<file path="config.mk">
export PLATFORM = sky130hd
export DESIGN_NAME = stm_multiphase
export DESIGN_NICKNAME = d
export VERILOG_FILES = /design/src/rtl/stm_pkg.sv /design/src/rtl/stm_alu.sv /design/src/rtl/stm_multiphase.sv
export SDC_FILE = /design/constraint.sdc
export NUM_CORES = 1
export LEC_CHECK = 0
export ABC_AREA = 1
export BUFFER_PORTS_ARGS = -buffer_cell sky130_fd_sc_hd__buf_2
export CAP_MARGIN = 40
export CORE_MARGIN = 2
export CORE_UTILIZATION = 45
export CTS_BUF_LIST = sky130_fd_sc_hd__clkbuf_2
export DETAILED_ROUTE_END_ITERATION = 7
export GPL_TIMING_DRIVEN = 0
export HOLD_SLACK_MARGIN = 0.02
export PLACE_DENSITY = 0.65
export REMOVE_ABC_BUFFERS = 1
export SLEW_MARGIN = 30
export SYNTH_ARGS = -nofsm -noshare
export SYNTH_HDL_FRONTEND = slang
export SYNTH_HIERARCHICAL = 1
export SYNTH_SLANG_ARGS = --single-unit
</file>
<file path="constraint.sdc">
create_clock -name CLK -period 3.6 [get_ports CLK]
set_input_delay 0.18 -clock CLK [delete_from_list [all_inputs] [get_ports CLK]]
set_output_delay 0.18 -clock CLK [all_outputs]
set_load 0.03 [all_outputs]
</file>
<file path="src/rtl/stm_pkg.sv">
// Shared opcode encoding for the stm_multiphase accumulator and its ALU.
package stm_pkg;

  localparam int OP_W = 2;

  typedef enum logic [OP_W-1:0] {
    OP_ADD  = 2'd0,
    OP_XOR  = 2'd1,
    OP_SUB  = 2'd2,
    OP_PASS = 2'd3
  } op_e;

endpackage

</file>
<file path="src/rtl/stm_alu.sv">
// Combinational ALU for one accumulator step. Define STM_MULTIPHASE_SAT_EN for
// unsigned saturating ADD/SUB; otherwise ADD/SUB wrap modulo 2^WIDTH.
module stm_alu
  import stm_pkg::*;
#(
  parameter int WIDTH = 32
) (
  input  op_e              op,
  input  logic [WIDTH-1:0] a,
  input  logic [WIDTH-1:0] b,
  output logic [WIDTH-1:0] result
);

`ifdef STM_MULTIPHASE_SAT_EN
  logic [WIDTH:0] sum_s;

  // Saturating opcode evaluation: carry-out clamps ADD high, borrow clamps SUB to zero
  always_comb begin
    sum_s = {1'b0, a} + {1'b0, b};
    case (op)
      OP_ADD:  result = sum_s[WIDTH] ? '1 : sum_s[WIDTH-1:0];
      OP_XOR:  result = a ^ b;
      OP_SUB:  result = (a < b) ? '0 : (a - b);
      OP_PASS: result = b;
      default: result = b;
    endcase
  end
`else
  // Wrapping opcode evaluation
  always_comb begin
    case (op)
      OP_ADD:  result = a + b;
      OP_XOR:  result = a ^ b;
      OP_SUB:  result = a - b;
      OP_PASS: result = b;
      default: result = b;
    endcase
  end
`endif

endmodule

</file>
<file path="src/rtl/stm_multiphase.sv">
// N-phase cyclic accumulator with per-phase opcodes and valid/ready handshake.
// Saturating arithmetic is selected in stm_alu by STM_MULTIPHASE_SAT_EN.
module stm_multiphase
  import stm_pkg::*;
#(
  parameter int WIDTH   = 32,
  parameter int NPHASES = 4,
  parameter int PW      = $clog2(NPHASES)
) (
  input  logic                 CLK,
  input  logic                 RST_N,
  input  logic                 clear,
  input  logic                 in_valid,
  output logic                 in_ready,
  input  logic [WIDTH-1:0]     in,
  input  logic [2*NPHASES-1:0] op_cfg,
  input  logic [PW:0]          nphases_act,
  output logic                 out_valid,
  input  logic                 out_ready,
  output logic [WIDTH-1:0]     out,
  output logic [PW-1:0]        out_phase,
  output logic                 wrap
);

  logic [WIDTH-1:0] r_r;
  logic [PW-1:0]    st_r;
  logic             out_valid_r;
  logic             wrap_r;

  logic             xfer_s;
  logic [PW:0]      eff_n_s;
  logic [PW:0]      st_inc_s;
  logic [PW-1:0]    st_nxt_s;
  op_e              op_s;
  logic [WIDTH-1:0] alu_s;

  assign in_ready  = !out_valid_r || out_ready;
  assign xfer_s    = in_valid && in_ready;
  assign out       = r_r;
  assign out_phase = st_r;
  assign out_valid = out_valid_r;
  assign wrap      = wrap_r;

  // Clamp the live phase count to 1..NPHASES and compute the round-robin successor
  always_comb begin
    if (nphases_act == '0) begin
      eff_n_s = (PW+1)'(1);
    end else if (nphases_act > (PW+1)'(NPHASES)) begin
      eff_n_s = (PW+1)'(NPHASES);
    end else begin
      eff_n_s = nphases_act;
    end
    st_inc_s = {1'b0, st_r} + (PW+1)'(1);
    // A phase left stranded above a shrunk count still lands on 0 here
    if (st_inc_s >= eff_n_s) begin
      st_nxt_s = '0;
    end else begin
      st_nxt_s = st_inc_s[PW-1:0];
    end
    op_s = op_e'(op_cfg[{st_r, 1'b0} +: OP_W]);
  end

  stm_alu #(
    .WIDTH (WIDTH)
  ) u_alu (
    .op     (op_s),
    .a      (r_r),
    .b      (in),
    .result (alu_s)
  );

  // Accumulator, phase, output-valid and wrap registers; clear beats a same-edge transfer
  always_ff @(posedge CLK or negedge RST_N) begin
    if (!RST_N) begin
      r_r         <= '0;
      st_r        <= '0;
      out_valid_r <= 1'b0;
      wrap_r      <= 1'b0;
    end else if (clear) begin
      r_r         <= '0;
      st_r        <= '0;
      out_valid_r <= 1'b0;
      wrap_r      <= 1'b0;
    end else if (xfer_s) begin
      r_r         <= alu_s;
      st_r        <= st_nxt_s;
      out_valid_r <= 1'b1;
      wrap_r      <= (st_nxt_s == '0);
    end else begin
      wrap_r <= 1'b0;
      if (out_ready) begin
        out_valid_r <= 1'b0;
      end else begin
        out_valid_r <= out_valid_r;
      end
    end
  end

endmodule

</file>
# After elaboration in Yosys (flattened, before gate mapping)
# Cells that the tools add are included.
[word_totals]
out_inout_bits = 37
regBits = 36
[op_classes]
n_addsub = 3
n_bitwise = 1
n_reduce_logical = 8
magnitude_cmp = 2
n_eq_ne = 3
n_mux = 13
shift = 1
[op_table]
columns = ["operator", "n"]
rows = [
  ["one-hot mux 32 bit (4 select lines)", 1],
  ["two-way mux 32 bit", 2],
  ["adder 32 bit", 1],
  ["subtractor 32 bit", 1],
  ["bitwise XOR 32 bit", 1],
  ["indexed part select 8 x 4 -> 2 bit", 1],
  ["two-way mux 2 bit", 3],
  ["two-way mux 3 bit", 2],
  ["two-way mux 1 bit", 5],
  ["equality test 2 bit (second input constant)", 2],
  ["zero test 2 bit", 2],
  ["adder 2 x 1 -> 3 bit (second input constant)", 1],
  [">= comparator 3 bit", 1],
  ["greater-than comparator 3 bit (second input constant)", 1],
  ["zero test 3 bit", 1],
  ["nonzero test 3 bit", 1],
  ["equality test 2 x 1 -> 1 bit (second input constant)", 1],
  ["nonzero test 2 bit", 1],
  ["logical AND 1 bit", 1],
  ["zero test 1 bit", 1],
  ["logical OR 1 bit", 1],
]

# Longest topological paths before layout
[depth]
word_depth = 8
mapped_depth = 26
mapped_depth_nobuf = 26

# By module
# The synthesis kept the hierarchy.
[modules_own_cells]
columns = ["module", "area_per_inst_um2", "n_inst", "seq_area_each_um2", "cells_per_inst"]
rows = [
  ["stm_alu", 4041.4, 1, 0.0, 829],
  ["stm_multiphase", 1582.8, 1, 900.9, 186],
]

# Worst setup path after synthesis
# Ideal clock, no wire load.
[synth_path]
path_kind = "reg2reg"
startpoint = "reg st_r[0], in the netlist out_phase[0]"
endpoint = "reg r_r[8], in the netlist out[8]"
setup_slack_ps = 445
path_buffers = 2
period_less_slack_ps = 3155
stages_incl_launch_ff = 19
setup_time_ps = 118
required_time_ps = 3482
t_arrival_ps = 3037
cell_sequence = "dfrtp_1 -> inv_1 -> o21ai_0 -> o22ai_1 -> buf_2 -> nor2_4 -> buf_2 -> o21ai_0 -> fa_1 -> nand2_1 -> nand3_1 -> and2_1 -> nand2_1 -> nand2_1 -> or2_2 -> nand3_1 -> o21ai_0 -> nand2_1 -> nand2_1"
[synth_between]
elab_chain_len = 5
[synth_rtl]
columns = ["element", "line", "text"]
rows = [
  ["from (decl)", "stm_multiphase.sv:26", "logic [PW-1:0] st_r;"],
  ["from (signal assigned)", "stm_multiphase.sv:86", "st_r <= st_nxt_s;"],
  ["indexed part select 8 x 4 -> 2 bit *", "stm_multiphase.sv:60", "op_s = op_e'(op_cfg[{st_r, 1'b0} +: OP_W]);"],
  ["net op_s[0]", "stm_multiphase.sv:34", "op_e op_s;"],
  ["equality test 2 bit, or another cell as far along", "stm_alu.sv:31", "case (op)"],
  ["one-hot mux 32 bit (4 select lines) *", "stm_alu.sv:31", ""],
  ["net alu_s[8]", "stm_multiphase.sv:35", "logic [WIDTH-1:0] alu_s;"],
  ["two-way mux 32 bit *", "stm_multiphase.sv:84", "end else if (xfer_s) begin"],
  ["two-way mux 32 bit *", "stm_multiphase.sv:79", "end else if (clear) begin"],
  ["to (signal assigned)", "stm_multiphase.sv:85", "r_r <= alu_s;"],
  ["to (decl)", "stm_multiphase.sv:25", "logic [WIDTH-1:0] r_r;"],
]
# Mark *: on every way through the listed nets, which the timed path passes. The rest lies on a longest branch. The select of a mux whose other input is x is not followed.
# A chain may end at the register's enable or synchronous reset.

# Worst setup path in the final report
[layout_path]
startpoint = "reg st_r[0], in the netlist out_phase[0]"
endpoint = "reg r_r[26], in the netlist out[26]"
# The elaborated chain is that of the path after synthesis.

==> results.json <==
{
  "ys_top_cells_by_area": "nand2_1 (27%), dfrtp_1 (16%), inv_1 (10%), ha_1 (8.0%), nor2_1 (5.5%)",
  "antenna_found_initial": 1,
  "cp_common_cell": "nand2_1",
  "clkTransAtPathRegs_ps": 260,
  "synthMuxAreaShare": 0,
  "critPathLaunchType": "flip-flop",
  "grt_max_degree": 30,
  "start_util": 0.4644,
  "worst_setup_path_end_kind": "flip-flop",
  "drtIter0Drc": 577,
  "cp_max_fo": 6,
  "skew_ps": 45.75,
  "firstDrtPassIters": 6,
  "gp_congestion": 0.9637,
  "final-setup-viol-count": 0,
  "grt_pass1_vias": 5740,
  "maxSlewViolCount": 0,
  "drc": 0,
  "setup_ws_ps": 148.4,
  "port_buffers": 84,
  "synth_top_family_by_area": "simple AND/OR/NAND/NOR gates",
  "clock_power_share": 0.084,
  "cts_inserted_buffers": 5,
  "dp_cells": 1253,
  "hold_path_class": "in2reg",
  "wl_per_cell_um": 15.33,
  "worstHoldStart": "in[1]",
  "power_leakage_nw": 4.002,
  "synth.cell_area_mm2": 0.005624,
  "routed_wirelength_um": 19870,
  "nets": 1211,
  "power.internal_mw": 1.258,
  "final_cells": 1296,
  "timing.rr.start": "out_phase[0]",
  "seqPwrFrac": 0.186,
  "synth-adder-area-share": 0.08365,
  "powerDensity_mw_per_mm2": 399.2,
  "status": "finished clean",
  "synth_area_leader_cell": "nand2_1",
  "hold_depth": 5,
  "synthArstFlopShare": 1.000,
  "layout-drive-gt1-share": 0.2245,
  "finalCritPeriodShare": 0.9588,
  "grt_first_pass_wirelength_um": 29870,
  "rrSetupSlack_ps": 150,
  "synth_xor_area_frac": 0.05606,
  "place_ws_ps": -999.1,
  "p_switching_mw": 1.577,
  "cp_slowest_stage_delay_ps": 500,
  "crit_arrival_ps": 3840,
  "hold_path_end": "out[1]",
  "num_vias": 6725,
  "dieArea_mm2": 0.01341,
  "slew_headroom": 0.5452,
  "avgSynthCellArea_um2": 5.541,
  "clockBufferDepth": 2,
  "cts_tree": "done",
  "die_h_um": 115.8,
  "startpoint": "out_phase[0]",
  "synth_ff_type": "dfrtp_1",
  "finalPower_mw": 2.835,
  "yosysUniqueCellTypes": 42,
  "worst_ir_drop_vdd_v": 0.0002042,
  "grtUsageTotal": 0.2865,
  "hold_slack_ps": 78.11,
  "grt_overflow": 0,
  "synth-simple-area-share": 0.4452,
  "row_count": 40,
  "synth-edff-count": 0,
  "hold_viol_final": 0,
  "syn_inst": 1015,
  "critPathKind": "reg2reg",
  "rr_worst_depth": 23,
  "r2r_end": "out[26]",
  "viasPerCell": 5.189,
  "synth-seq-cells": 36,
  "ys_warn_count": 6,
  "areaGrowthSynthToFinish_pct": 26.27,
  "crit_slowest_cell": "dfrtp_2",
  "coreArea_mm2": 0.01211,
  "tightest_slew_ps": 677.0,
  "period_needed_ps": 3452,
  "htreeDepth": 2,
  "dpl.hpwl_um": 14950,
  "cts_root_buf": "clkbuf_2",
  "p_comb_frac": 0.730,
  "clk_latency_ps": 500,
  "final_common_cell": "nand2_1",
  "seq_area_frac_synth": 0.1602,
  "synth_compound_area_frac": 0.1313,
  "drv_cap": 0,
  "fmax_mhz": 289.7,
  "ant_nets": 0,
  "crit_chain": "buf_6 > buf_6 > nor2_4 > o22ai_4 > buf_8 > nor2_4 > buf_6 > clkinv_8 > o21ai_4 > o211ai_1 > xor2_1 > ha_4 > nand2_4 > nor2_4 > nand2_2 > nor4_2 > nand2_1 > nand2_1 > nand2_1 > nand3_2 > nand2_2 > nand2_1 > nand2_1",
  "cts_sinks": 36,
  "yosys.area.top_type_share": 0.2656,
  "p_sw_frac": 0.5562,
  "fp.dieW_um": 115.8,
  "final_util": 0.5864,
  "ioPinCount": 85,
  "cp.required_ps": 3990,
  "final_cell_mix": "nand2_1 (370), inv_1 (150), buf_2 (84), nor2_1 (64), nand3_1 (51)"
}
## synthesized netlist by cell type, types with 3 or more instances
master    number
nand3_1       56
o21bai_1       4
buf_6          3
ha_1          36
a21oi_1       58
o22ai_1        3
nand4_1        9
nor2_2         6
clkbuf_1       6
dfrtp_1       36
nor3_1        11
a21o_1         3
inv_2          5
nor2_4         4
inv_1        151
nand2_2        7
nand3_2        5
nand3b_1      10
nor2_1        83
nand2_1      398
o21ai_0       51
xor2_1        34
o21ai_2        3
buf_2          7
## kinds of logic after synthesis
| family | after synthesis |
|---|---|
| flops | 36 |
| simple gates | 597 |
| xor+xnor | 36 |
| fa+ha+maj | 37 |
| buf+inv | 175 |
| compound gates | 134 |
## cell type report
cell class                 count  area (um2)
inverter                     156       605.6
sequential                    36       902.1
clock inverter                 3       18.77
multi-input combinational    804        4472
tap                          168       210.2
timing repair buffer         120       842.1
antenna                        1       2.502
fill                        1305        5010
clock buffer                   5       25.02
timing repair inverter         3       23.77
## sequential cells by signal (all words and copies together) (netlist names)
signal and count:
out 32, out_valid 1, wrap 1, out_phase 2
## layer usage
metal,vias to the layer above,GRT usage,share of wire
met4,0,0.05317,0.020
met1,3045,0.4217,0.47
met2,241,0.4483,0.43
li1,3414,-,-
met3,25,0.04289,0.076
met5,-,0,0
## power groups by stage
stage                     Clock [mW]  Sequential, mW  Combinational [mW]
after global placement             0           0.531                1.64
after global routing           0.264           0.538                2.27
after detailed placement           0           0.530                1.67
after CTS                      0.246           0.524                1.75
after floorplan                    0           0.623                1.10
final                          0.237           0.528                2.07
## worst max-delay path by stage
stage          slack, ps       to
2_1_floorplan        -10  out[20]
3_3_place_gp       -1620  out[28]
3_5_place_dp       -1000  out[28]
4_1_cts              -20  out[30]
5_1_grt              -70  out[29]
6_report             150  out[26]
## per-stage QoR
stage                     area (um2)  TNS, ps
after CTS                       6504   -44.13
after global routing            7102   -131.7
final                           7102        0
after global placement          6145   -38390
after detailed placement        6272   -18570
after floorplan                 5514   -12.04
## critical path, delay by kind of cell, from the launching register on
kind	cells	cell delay, ps
flops	1	500
simple gates	13	1310
fa+ha+maj	1	350
compound gates	3	330
buf+inv	5	620
xor+xnor	1	220
## what timing repair did
item                                    CTS  global route
cloned                                    1             3
resized for setup                        29            99
endpoints found under the hold margin    38             0
endpoints found under the setup margin   28            24
pin swaps                                 5            32
hold buffers                              4             0
setup buffers                             5            21
No activity file was read; power rests on OpenSTA's default activity.
